--- config.mk ---
export PLATFORM = sky130hd
export DESIGN_NAME = data_point_nd_buffer
export DESIGN_NICKNAME = d
export VERILOG_FILES = /design/src/rtl/data_point_nd_buffer.sv
export SDC_FILE = /design/constraint.sdc
export NUM_CORES = 2
export LEC_CHECK = 0
export ABC_CLOCK_PERIOD_IN_PS = 3500
export CAP_MARGIN = 25
export CORE_MARGIN = 4
export CORE_UTILIZATION = 35
export CTS_CLUSTER_SIZE = 10
export DETAILED_ROUTE_END_ITERATION = 10
export SLEW_MARGIN = 20
export SYNTH_ARGS = -nofsm -noshare
export SYNTH_HDL_FRONTEND = slang
export SYNTH_SLANG_ARGS = --single-unit
--- constraint.sdc ---
create_clock -name clk -period 3.5 [get_ports clk]
set_input_delay 0.7 -clock clk [delete_from_list [all_inputs] [get_ports clk]]
set_output_delay 0.7 -clock clk [all_outputs]
set_load 0.1 [all_outputs]
--- src/rtl/data_point_nd_buffer.sv ---
// data_point_nd_buffer
//
// N-dimensional signed data-point buffer for the graphing path. Points arrive
// on a valid/ready stream and are held in a DEPTH-entry circular buffer. The
// oldest point is presented first-word-fall-through to the render stage. A
// running per-axis bounding box (min/max) of every accepted point is kept for
// auto-scaling.
//
// Parameters
//   DIMS      axes per point (1..8)
//   WIDTH     signed bits per axis
//   DEPTH     buffer entries, power of two, >= 2
//   OVERWRITE 0: backpressure when full; 1: accept when full, drop oldest
//
// Ports
//   clk, rst           clock and synchronous active-high reset
//   clear              synchronous flush of buffer, overflow and bounds
//   in_valid/in_ready  producer handshake; in_point axis k at [k*WIDTH +: WIDTH]
//   out_valid/out_ready consumer handshake; out_point is the oldest point
//   count/full/empty   occupancy status
//   overflow           sticky: an overwrite discard happened since reset/clear
//   bounds_valid       at least one point accepted since reset/clear
//   min_bound/max_bound per-axis signed min/max of accepted points
module data_point_nd_buffer #(
  parameter int DIMS      = 2,
  parameter int WIDTH     = 16,
  parameter int DEPTH     = 64,
  parameter int OVERWRITE = 0
) (
  input  logic                      clk,
  input  logic                      rst,
  input  logic                      clear,
  input  logic                      in_valid,
  output logic                      in_ready,
  input  logic [DIMS*WIDTH-1:0]     in_point,
  output logic                      out_valid,
  input  logic                      out_ready,
  output logic [DIMS*WIDTH-1:0]     out_point,
  output logic [$clog2(DEPTH):0]    count,
  output logic                      full,
  output logic                      empty,
  output logic                      overflow,
  output logic                      bounds_valid,
  output logic [DIMS*WIDTH-1:0]     min_bound,
  output logic [DIMS*WIDTH-1:0]     max_bound
);

  localparam int AW = $clog2(DEPTH);
  localparam int PW = DIMS * WIDTH;
  localparam logic [AW:0] FULL_CNT = (AW+1)'(DEPTH);

  logic [PW-1:0] mem [DEPTH];
  logic [AW-1:0] wr_ptr;
  logic [AW-1:0] rd_ptr;
  logic [AW:0]   count_q;
  logic          wr_en;
  logic          rd_en;
  logic          drop;
  logic          flush;

  function automatic logic [PW-1:0] axis_min(input logic [PW-1:0] a,
                                             input logic [PW-1:0] b);
    logic signed [WIDTH-1:0] x;
    logic signed [WIDTH-1:0] y;
    axis_min = a;
    for (int k = 0; k < DIMS; k++) begin
      x = a[k*WIDTH +: WIDTH];
      y = b[k*WIDTH +: WIDTH];
      if (y < x) axis_min[k*WIDTH +: WIDTH] = y;
    end
  endfunction

  function automatic logic [PW-1:0] axis_max(input logic [PW-1:0] a,
                                             input logic [PW-1:0] b);
    logic signed [WIDTH-1:0] x;
    logic signed [WIDTH-1:0] y;
    axis_max = a;
    for (int k = 0; k < DIMS; k++) begin
      x = a[k*WIDTH +: WIDTH];
      y = b[k*WIDTH +: WIDTH];
      if (y > x) axis_max[k*WIDTH +: WIDTH] = y;
    end
  endfunction

  assign full      = (count_q == FULL_CNT);
  assign empty     = (count_q == '0);
  assign count     = count_q;
  assign out_valid = !empty;
  assign out_point = mem[rd_ptr];
  // Ready depends only on registered occupancy (and rst), never on in_valid.
  assign in_ready  = !rst && ((OVERWRITE != 0) || !full);

  assign flush = rst || clear;
  assign wr_en = in_valid && in_ready;
  assign rd_en = out_valid && out_ready;
  // A write into a full buffer (overwrite mode only) pushes the head out.
  assign drop  = wr_en && full;

  // Control state: pointers, occupancy, sticky flags and bounding box
  always_ff @(posedge clk) begin
    if (flush) begin
      wr_ptr       <= '0;
      rd_ptr       <= '0;
      count_q      <= '0;
      overflow     <= 1'b0;
      bounds_valid <= 1'b0;
      min_bound    <= '0;
      max_bound    <= '0;
    end else begin
      if (wr_en) wr_ptr <= wr_ptr + 1'b1;
      // Read and discard both consume the head; they never stack.
      if (rd_en || drop) rd_ptr <= rd_ptr + 1'b1;
      if (wr_en && !rd_en && !full) begin
        count_q <= count_q + 1'b1;
      end else if (rd_en && !wr_en) begin
        count_q <= count_q - 1'b1;
      end
      if (drop && !rd_en) overflow <= 1'b1;
      if (wr_en) begin
        bounds_valid <= 1'b1;
        if (!bounds_valid) begin
          min_bound <= in_point;
          max_bound <= in_point;
        end else begin
          min_bound <= axis_min(min_bound, in_point);
          max_bound <= axis_max(max_bound, in_point);
        end
      end
    end
  end

  // Storage array: not reset; clear drops a same-cycle write
  always_ff @(posedge clk) begin
    if (wr_en && !clear) mem[wr_ptr] <= in_point;
  end

endmodule

# Yosys cells after proc, flatten, opt, wreduce, memory -nomap -nowiden

Memories as Yosys holds them, arrays and structs flattened. A register that Yosys moved wholly into a read port is not among the register bits.
Cells that the tools add are included.

Register bits after elaboration: 85
Latch bits: 0
RAM bits: 2,048
ROM bits: 0
Output and inout bits: 109
Logic and storage cells: 58
Memories kept: 1

Add/subtract/negate cells: 4
Multipliers: 0
Divide/modulo/power cells: 0
Order comparisons: 4
Equality and inequality tests: 5
Shifts and indexed selects: 0
Muxes and demuxes: 12
Bitwise gates (word level): 0
Reduce and logical (&&, ||, !) cells: 23

Memories:

| name | words | width | rd ports | clocked after memory_dff | write ports | RTL line | text |
|---|---|---|---|---|---|---|---|
| mem  | 64    | 32    | 1        | 1                        | 1           | 52       | `logic [PW-1:0] mem [DEPTH];` |

Operators with widths:

| kind                | number |
|---|---|
| $mux 16             | 4 |
| $mux 32             | 2 |
| $gt 16x16->1        | 2 |
| $lt 16x16->1        | 2 |
| $mux 7              | 2 |
| $add 6x1->6 const B | 2 |
| $mux 6              | 2 |
| $logic_and 1x1->1   | 9 |
| $ne 2x1->1 const B  | 4 |
| $reduce_and 2->1    | 4 |
| $add 7x1->7 const B | 1 |
| $eq 7x7->1 const B  | 1 |
| $logic_not 7->1     | 1 |
| $sub 7x1->7 const B | 1 |
| $logic_not 1->1     | 6 |
| $logic_or 1x1->1    | 2 |
| $mux 1              | 2 |
| $reduce_bool 2->1   | 1 |

# Logic depth before layout (Yosys ltp)

Depth after elaboration: 8
Mapped depth: 10

# Worst setup path after synthesis

OpenSTA, ideal clock, no wires.

Path type: reg-to-output
From: reg count_q[6] (netlist: count[6])
To: out in_ready
Arrival time: 3,521 ps
Data required time: 2,800 ps
Setup slack: -721 ps
Stages on the path, launching flop included: 4
Path buffers: 0
Cell sequence: dfxtp_1 > inv_1 > nor2_1 > nor2_1

Longest elaborated chain between the ends: 3

Ends and longest elaborated chain:

| element                  | RTL line | text |
|---|---|---|
| start: declaration       | 55       | `logic [AW:0] count_q;` |
| start signal: assignment | 114      | `count_q <= count_q + 1'b1;` |
| start signal: assignment | 116      | `count_q <= count_q - 1'b1;` |
| $eq 7x7->1               | 85       | `assign full = (count_q == FULL_CNT);` |
| via full                 | 40       | `output logic full,` |
| $logic_not 1->1          | 91       | `assign in_ready = !rst && ((OVERWRITE != 0) \|\| !full);` |
| $logic_and 1x1->1        | 91       |  |
| end: declaration         | 34       | `output logic in_ready,` |

The timed path passes the listed nets, and every way through them passes these cells.

==> results_dict.tcl <==
set metrics [dict create \
    status "finished, violations left" \
    violations "negative setup slack" \
    fin_nets 4356 \
    clk_pin_slew_worst_paths_ps 60 \
    hp-class "primary input to flip-flop" \
    maxCapViolations 0 \
    clock_path_buffers 3 \
    cts.sinks 2139 \
    core_area_mm2 0.236 \
    cpPeakStageDelay_ps 610 \
    p_seq_share_pct 52.3 \
    antenna_left 0 \
    drtIter0Drc 4619 \
    area_growth_pct 19.9 \
    comb_power_share_pct 7.5 \
    power.internal_mw 42.1 \
    dp_hpwl_mm 126 \
    yosys_warnings 0 \
    place.gp.congestion 0.780 \
    synth_area_leaders "edfxtp_1, mux4_2, dfxtp_1" \
    synth_seq_cells 2139 \
    syn-mean-instance-area_um2 22.7 \
    async_reset_ff_share_pct 0 \
    setup_ws_ps -924 \
    synth.most_common_cell "edfxtp_1" \
    drive_gt1_share_pct 35.0 \
    place_area_mm2 0.0922 \
    seq_area_mm2 0.0633 \
    cp_data_required_time_ps 2800 \
    setup_viol_count_final 32 \
    multi_input_area_mm2 0.0195 \
    chipWidth_um 496 \
    critPathArrivalTime_ps 3720 \
    first_global_vias 41900 \
    power_density_mw_per_mm2 539 \
    vias_per_cell 5.41 \
    port_buffers 145 \
    worst_slew_pin_slew_ps 1000 \
    grt_max_degree 67 \
    antenna_found_initial 25 \
    ctsRootBufferMaster "clkbuf_16" \
    grt_pass1_wl_mm 310 \
    drv_slew 0 \
    rsz0062_at_grt "true" \
    crit_chain "buf_12, buf_12, buf_16, buf_12, mux4_2, mux4_2, mux4_2, buf_12" \
    ir_drop_mv 0.550 \
    hold_viol 0 \
    fin_crit_sh_pct 126 \
    fin_util_pct 42.3 \
    netlist_instances 3674 \
    cts_tree "built" \
    initial_utilization_pct 35.3 \
    preCtsSetupSlack_ps -348 \
    routed_wl_mm 218 \
    holdWs_ps 164 \
    synth.distinct_cells 53 \
    period_needed_ps 4420 \
    h-tree-depth 4 \
    clock_skew_ps 20.8 \
    dr.pass1.iters 6 \
    swShare_pct 21.8 \
    insertion_delay_ps 870 \
    fillers 20100 \
    end_kind "primary output" \
    synth_edf_count 2048 \
    crit_type "flip-flop to primary output" \
    power.clock.fraction_pct 40.2 \
    syn_area_mm2 0.0832 \
    power_mw 53.8 \
    max_freq_ghz 0.226 \
    cpMostUsedCell "buf_12" \
    synth_commonest_cells "edfxtp_1, mux4_2, nor2_1" \
    fin_area_mm2 0.0998 \
    syn_nets 3781 \
    cts_hold_buf 0 \
    track_usage_pct 17.7 \
    synthFlopType "edfxtp_1" \
    remaining_drc_errors 0 \
    switchingPower_mw 11.7 \
    ys_seq_area_share_pct 76.1 \
    wl_per_cell_um 29.1 \
    num_io_pins 146 \
    die_area_mm2 0.246 \
    cp_slowest_cell "mux4_2" \
    synth_top_cell_by_area "edfxtp_1" \
    p_leak_nw 30.3 \
    yosys.area.top_type_share_pct 73.9 \
    worst-path-max-fanout 8 \
    die_y_um 496 \
    vias 40500 \
    row_count 178 \
    grt.overflow.total 0 \
    start_kind "flip-flop" \
    cts_buffers 235 \
    slew_headroom_pct 33.0 \
]
[worst paths after layout]
path                    startpoint                         to  slack [ps]  cells past startpoint
max reg2reg  count[1]$_SDFFE_PP0P_      count[6]$_SDFFE_PP0P_         280                     10
min reg2reg  overflow$_SDFFE_PP0P_      overflow$_SDFFE_PP0P_         460                      1
max                      flip-flop              out_point[17]        -920                      8
min                    in_point[7]  max_bound[7]$_SDFFE_PP0P_         160                      3
[cell families after synthesis]
group                      Yosys count  share of synthesized area (%)
DFF                               2139                           76.1
and+or+nand+nor                    279                           1.54
muxes                              695                           18.2
buffers and inverters              259                           1.35
xor gates and xnor gates            13                          0.137
adders and majority gates           70                           1.06
AOI/OAI and AO/OA                  219                           1.61
[cell usage in the layout, fill, tap and decap left out, drive strengths merged, types with 69 or more instances in the layout]
cell    count
nand2      70
a21oi      90
dfxtp      91
mux4      656
inv        73
edfxtp   2048
buf       492
clkbuf    296
ha         69
nor2      102
[layer usage]
| metal | vias to the layer above | global-route usage (%) | share of wire, % |
|---|---|---|---|
| met2 | 1623 | 28.7 | 49 |
| met5 | - | 0.676 | 0.12 |
| met1 | 21900 | 23.5 | 40 |
| met3 | 290 | 4.68 | 8.8 |
| met4 | 6 | 4.99 | 2.6 |
| li1 | 16700 | - | - |
[flip-flops by register name, summed over array words and instances (netlist names), named ones only]
name and cells:
mem 2048, max_bound 32, min_bound 32, count 7, rd_ptr 6, wr_ptr 6
bounds_valid 1, overflow 1
[critical path, delay by kind of cell, from the launching register on]
family	cells	cell delay, ps
flops	1	380
mux	3	1670
buf+inv	5	790
[per-stage QoR]
step / setup TNS, ps / cells
detailed placement: -1160 / 7104
CTS: -29220 / 7453
global placement: -1020 / 7103
floorplan: -550040 / 3674
global route: -29760 / 7482
finish: -26210 / 7488
[what timing repair did]
item / in CTS / in global routing
buffers inserted: 26 / 21
cloned: 9 / 2
resized for setup: 56 / 24
pin swaps: 8 / 4
endpoints found under the setup margin: 32 / 32
[power groups by stage]
stage	logic, mW	clock network (mW)	registers [mW]
2_1_floorplan	2.06	0	28.8
3_3_place_gp	3.73	0	28.6
3_5_place_dp	3.77	0	28.6
4_1_cts	3.98	22.1	28.1
5_1_grt	4.28	23.2	28.1
6_report	4.02	21.6	28.1
[final cells by class]
class,count,share of cell area (%)
Clock inverter,20,0.377
Timing Repair Buffer,530,6.28
Inverter,67,0.252
Antenna cell,12,0.0301
Multi-Input combinational cell,1276,19.5
Sequential cell,2139,63.5
Tap cell,3150,3.95
Clock buffer,294,6.12
No activity file was read; power rests on OpenSTA's default activity.
